[src/rtl/ps2_scan_receiver.sv]
// PS/2 device-to-host receiver.
// Synchronises and glitch-filters the PS/2 lines, deframes 11-bit frames
// (start, 8 data LSB first, odd parity, stop) and presents each good byte on
// scan with a one-clk scan_received strobe. Bad or stalled frames produce a
// one-clk frame_err pulse instead and leave scan untouched.
//
// Handshake: scan_received is a single-cycle valid with no ready; the consumer
// must take scan on the cycle the strobe is high (scan also holds afterwards).
module ps2_scan_receiver #(
    parameter int FILTER_LEN = 8,
    parameter int TIMEOUT    = 14000,
    parameter int TOUT_W     = 14
) (
    input  logic       clk,
    input  logic       rst,
    input  logic       ps2clk,
    input  logic       ps2data,
    output logic [7:0] scan,
    output logic       scan_received,
    output logic       frame_err,
    output logic [1:0] state_dbg
);

    typedef enum logic [1:0] {
        S_IDLE   = 2'd0,
        S_DATA   = 2'd1,
        S_PARITY = 2'd2,
        S_STOP   = 2'd3
    } state_t;

    logic                  clk_s1_q, clk_s2_q;
    logic                  dat_s1_q, dat_s2_q;
    logic [FILTER_LEN-1:0] filt_sr_q;
    logic                  filt_clk_q, filt_clk_d;
    logic                  fall;

    state_t                state_q;
    logic [2:0]            bit_cnt_q;
    logic [7:0]            shift_q;
    logic                  parity_q;
    logic [TOUT_W-1:0]     tout_q;
    logic [7:0]            scan_q;
    logic                  scan_received_q;
    logic                  frame_err_q;

    // Two-flop synchronisers; both idle high so reset looks like a quiet bus.
    always_ff @(posedge clk or posedge rst) begin
        if (rst) begin
            clk_s1_q <= 1'b1;
            clk_s2_q <= 1'b1;
            dat_s1_q <= 1'b1;
            dat_s2_q <= 1'b1;
        end else begin
            clk_s1_q <= ps2clk;
            clk_s2_q <= clk_s1_q;
            dat_s1_q <= ps2data;
            dat_s2_q <= dat_s1_q;
        end
    end

    // Filtered level only moves when the whole sample window agrees.
    always_comb begin
        filt_clk_d = filt_clk_q;
        if (&filt_sr_q) begin
            filt_clk_d = 1'b1;
        end else if (~|filt_sr_q) begin
            filt_clk_d = 1'b0;
        end
    end

    // A falling edge of the filtered clock is the cycle it is about to drop.
    assign fall = filt_clk_q & ~filt_clk_d;

    // Glitch filter window and filtered level.
    always_ff @(posedge clk or posedge rst) begin
        if (rst) begin
            filt_sr_q  <= {FILTER_LEN{1'b1}};
            filt_clk_q <= 1'b1;
        end else begin
            filt_sr_q  <= {filt_sr_q[FILTER_LEN-2:0], clk_s2_q};
            filt_clk_q <= filt_clk_d;
        end
    end

    // Frame state machine, timeout counter and registered outputs.
    always_ff @(posedge clk or posedge rst) begin
        if (rst) begin
            state_q         <= S_IDLE;
            bit_cnt_q       <= 3'd0;
            shift_q         <= 8'h00;
            parity_q        <= 1'b0;
            tout_q          <= '0;
            scan_q          <= 8'h00;
            scan_received_q <= 1'b0;
            frame_err_q     <= 1'b0;
        end else begin
            scan_received_q <= 1'b0;
            frame_err_q     <= 1'b0;

            if (fall || state_q == S_IDLE) begin
                tout_q <= '0;
            end else if (tout_q != {TOUT_W{1'b1}}) begin
                tout_q <= tout_q + 1'b1;
            end

            if (fall) begin
                // A bit arriving on the timeout cycle still counts.
                case (state_q)
                    S_IDLE: begin
                        if (!dat_s2_q) begin
                            state_q   <= S_DATA;
                            bit_cnt_q <= 3'd0;
                        end
                    end
                    S_DATA: begin
                        shift_q   <= {dat_s2_q, shift_q[7:1]};
                        bit_cnt_q <= bit_cnt_q + 3'd1;
                        if (bit_cnt_q == 3'd7) begin
                            state_q <= S_PARITY;
                        end
                    end
                    S_PARITY: begin
                        parity_q <= dat_s2_q;
                        state_q  <= S_STOP;
                    end
                    S_STOP: begin
                        if (dat_s2_q && (^{shift_q, parity_q})) begin
                            scan_q          <= shift_q;
                            scan_received_q <= 1'b1;
                        end else begin
                            frame_err_q <= 1'b1;
                        end
                        state_q <= S_IDLE;
                    end
                    default: state_q <= S_IDLE;
                endcase
            end else if (state_q != S_IDLE && tout_q >= TOUT_W'(TIMEOUT)) begin
                state_q     <= S_IDLE;
                frame_err_q <= 1'b1;
            end
        end
    end

    assign scan          = scan_q;
    assign scan_received = scan_received_q;
    assign frame_err     = frame_err_q;
    assign state_dbg     = state_q;

endmodule

[config.mk]
export PLATFORM = sky130hd
export DESIGN_NAME = ps2_scan_receiver
export DESIGN_NICKNAME = d
export VERILOG_FILES = /design/src/rtl/ps2_scan_receiver.sv
export SDC_FILE = /design/constraint.sdc
export NUM_CORES = 1
export LEC_CHECK = 0
export BUFFER_PORTS_ARGS = -buffer_cell sky130_fd_sc_hd__clkbuf_2
export CORE_MARGIN = 2
export CORE_UTILIZATION = 40
export DETAILED_ROUTE_END_ITERATION = 8
export PLACE_DENSITY = 0.57
export SKIP_CTS_REPAIR_TIMING = 1
export SLEW_MARGIN = 10
export SYNTH_ARGS = -nofsm -noshare
export SYNTH_HDL_FRONTEND = slang
export SYNTH_SLANG_ARGS = --single-unit
export TNS_END_PERCENT = 50
[constraint.sdc]
create_clock -name clk -period 2.7 [get_ports clk]
set_input_delay 0.27 -clock clk [delete_from_list [all_inputs] [get_ports clk]]
set_output_delay 0.27 -clock clk [all_outputs]
set_load 0.05 [all_outputs]
==> impl_metrics.tcl <==
set metrics [dict create \
    hold_violations 0 \
    die_w_um 79.0 \
    grt_max_degree 52 \
    fin_skew_ns 0.00807 \
    grtUsageMet1_pct 18.0 \
    via_per_inst 4.97 \
    slowest_stage "or4_1" \
    crit_chain "ha_1 > nand4_1 > or4_1 > nand4_1 > xor2_1 > nor2_1" \
    yosys_warnings 0 \
    gp_congestion 0.752 \
    path_class "flip-flop to flip-flop" \
    timing.final.ws_setup_ns 0.587 \
    setup_viol_count_final 0 \
    io_buffer_count 15 \
    finalWirelength_mm 3.73 \
    dpl_cell_area_sq_mm 0.00239 \
    synth_cell_types 33 \
    leakage_nw 1.19 \
    period_needed_ns 2.11 \
    design_area_sq_mm 0.00250 \
    synthesis.area_sq_mm 0.00225 \
    n_antenna_cell 0 \
    total_power_mw 1.32 \
    outcome "complete, no violations" \
    place_hpwl_mm 2.55 \
    fin_crit_sh_pct 78.2 \
    worstHoldStart "ps2data" \
    fmax_mhz 473 \
    drt.antenna.violating_nets 0 \
    cp-startpoint "tout_q[0]$_DFFE_PP0P_" \
    drt_iter0_drc 59 \
    drt-pass1-iter-count 4 \
    fin_util_pct 45.7 \
    avgSynthCellArea_sq_um 12.1 \
    crit_fanout 13 \
    clock_path_buffers 2 \
    pin_count 16 \
    grt_pass1_wl_mm 6.61 \
    grt_antenna_before_repair 0 \
    clk_pin_slew_ns 0.09 \
    startpoint_type "flip-flop" \
    use_met3_pct 4.32 \
    ys_seq_elements 51 \
    pre_cts_slack_ns 0.620 \
    worstPathRequired_ns 2.89 \
    htreeDepth 2 \
    grt_usage_pct 13.6 \
    cts_tree "built" \
    die_area_sq_mm 0.00623 \
    coreArea_sq_mm 0.00547 \
    hp-class "input port to flip-flop" \
    r2r_slack_ns 0.59 \
    power_density_mw_per_mm2 530 \
    cts-buffers-inserted 5 \
    worst_pin_slew_ns 1.01 \
    root_buffer "clkbuf_8" \
    syn_inst 186 \
    grtUsageMet2_pct 21.3 \
    syn_nets 198 \
    drcViolationCount 0 \
    insertion_delay_ns 0.30 \
    cp-end-kind "flip-flop" \
    top_usage_layer "met2" \
    nNetsFinal 215 \
    start_util_pct 41.1 \
    vdd_drop_max_v 0.000263 \
    r2r_start "tout_q[0]$_DFFE_PP0P_" \
    die_h_um 79.0 \
    seq_area_frac_synth_pct 57.5 \
    slew_headroom_pct 32.2 \
    fin_tns_setup_ns 0 \
    vias 1373 \
    nFillCells 526 \
    worstPathArrival_ns 2.30 \
    rows 27 \
    critical_path.max_stage_delay_ns 0.78 \
    slew_viol_final 0 \
    rsz0062_at_grt "no" \
    grt_overflow_total 0 \
    post_drt_wl_per_cell_um 13.5 \
    cap_violations 0 \
    area_growth_pct 11.3 \
    drive_above_1_share_pct 28.9 \
    crit_path_frequent_cell "nand4_1" \
    grt_pass1_vias 1412 \
    cts_num_sinks 51 \
]
-- cell usage in the layout, fill, tap and decap left out, drive strengths merged, types with 3 or more instances in the layout --
cell / count
dfrtp: 38
clkbuf: 22
nor2: 20
mux2: 17
nand2: 16
dfstp: 13
xor2: 10
nand4: 9
inv: 9
ha: 8
xnor2: 6
nand3: 5
nor4: 3
and3: 3
-- Yosys cell counts (all sizes together) --
library cell	number	area share (%)
a22o	2	0.78
nor3	1	0.22
nand3	5	1.1
clkbuf	1	0.17
inv	9	1.5
o211ai	2	0.67
or2	2	0.56
a211oi	1	0.33
o21ai	2	0.45
nand2	16	2.7
a31oi	2	0.56
nor2	20	3.3
o22ai	2	0.56
a31o	1	0.39
xnor3	1	1.0
mux2	17	8.5
xnor2	6	2.7
ha	8	4.5
nand4	9	3.2
dfstp	13	15
nand4b	1	0.39
xor2	10	3.9
and3	3	0.84
or4	1	0.33
dfrtp	38	42
a41oi	1	0.39
a21o	2	0.67
mux2i	2	0.89
a21oi	1	0.22
buf	4	0.89
nor4	3	0.84
-- cell type report --
class | instances | area, sq um | area share (%)
Sequential cell | 51 | 1290 | 51.7
Multi-Input combinational cell | 121 | 897 | 35.9
Clock buffer | 7 | 108 | 4.30
Tap cell | 72 | 90.1 | 3.60
Timing Repair Buffer | 15 | 75.1 | 3.00
Inverter | 9 | 33.8 | 1.35
Clock inverter | 1 | 5.00 | 0.200
-- where the power goes --
group | internal [mW] | leakage, nW | total (mW) | switching [mW]
Sequential | 0.783 | 0.668 | 0.791 | 0.00798
Clock | 0.263 | 0.0594 | 0.511 | 0.248
Combinational | 0.00440 | 0.459 | 0.0228 | 0.0184
Total | 1.05 | 1.19 | 1.32 | 0.274
-- per-layer routing --
metal,wire length (um),vias up
met2,1740,26
met3,152,5
met4,50,0
met1,1790,668
li1,-,674
met5,0,-
-- kinds of logic after synthesis --
kind of cell | after synthesis | share of synthesized area (%)
xor+xnor | 17 | 7.57
compound gates | 16 | 5.01
fa+ha+maj | 8 | 4.45
buf+inv | 14 | 2.56
simple gates | 61 | 13.5
mux | 19 | 9.41
flops | 51 | 57.5
-- critical path: cells and delay by family (launching register included) --
family                   cells  cell delay (ns)
adder cells (fa/ha/maj)      1             0.23
AND/OR/NAND/NOR              4             1.19
flip-flops                   1             0.42
XOR/XNOR                     1             0.17
-- state kept, by name, indices dropped and copies added, names as in the netlist --
register       count
tout_q            14
filt_sr_q          8
scan               8
shift_q            8
bit_cnt_q          3
state_dbg          2
clk_s1_q           1
clk_s2_q           1
dat_s1_q           1
dat_s2_q           1
filt_clk_q         1
frame_err          1
parity_q           1
scan_received      1
-- final timing paths --
check / to / cells after the start
setup / recovery: tout_q[5]$_DFFE_PP0P_ / 6
hold / removal: dat_s1_q$_DFF_PP1_ / 1
setup reg to reg: tout_q[5]$_DFFE_PP0P_ / 6
hold reg to reg: dat_s2_q$_DFF_PP1_ / 0
max in group asynchronous: state_dbg[1]$_DFFE_PP0P_ / 2
min in group asynchronous: shift_q[1]$_DFFE_PP0P_ / 2
-- stage by stage --
step / std cells / hold WS (ns)
6_report: 276 / 0.0451
5_1_grt: 276 / 0.0256
4_1_cts: 276 / 0.0338
3_5_place_dp: 268 / 0.348
3_3_place_gp: 268 / 0.347
2_1_floorplan: 186 / 0.274
Note: power is estimated with default switching activity, not from simulation.
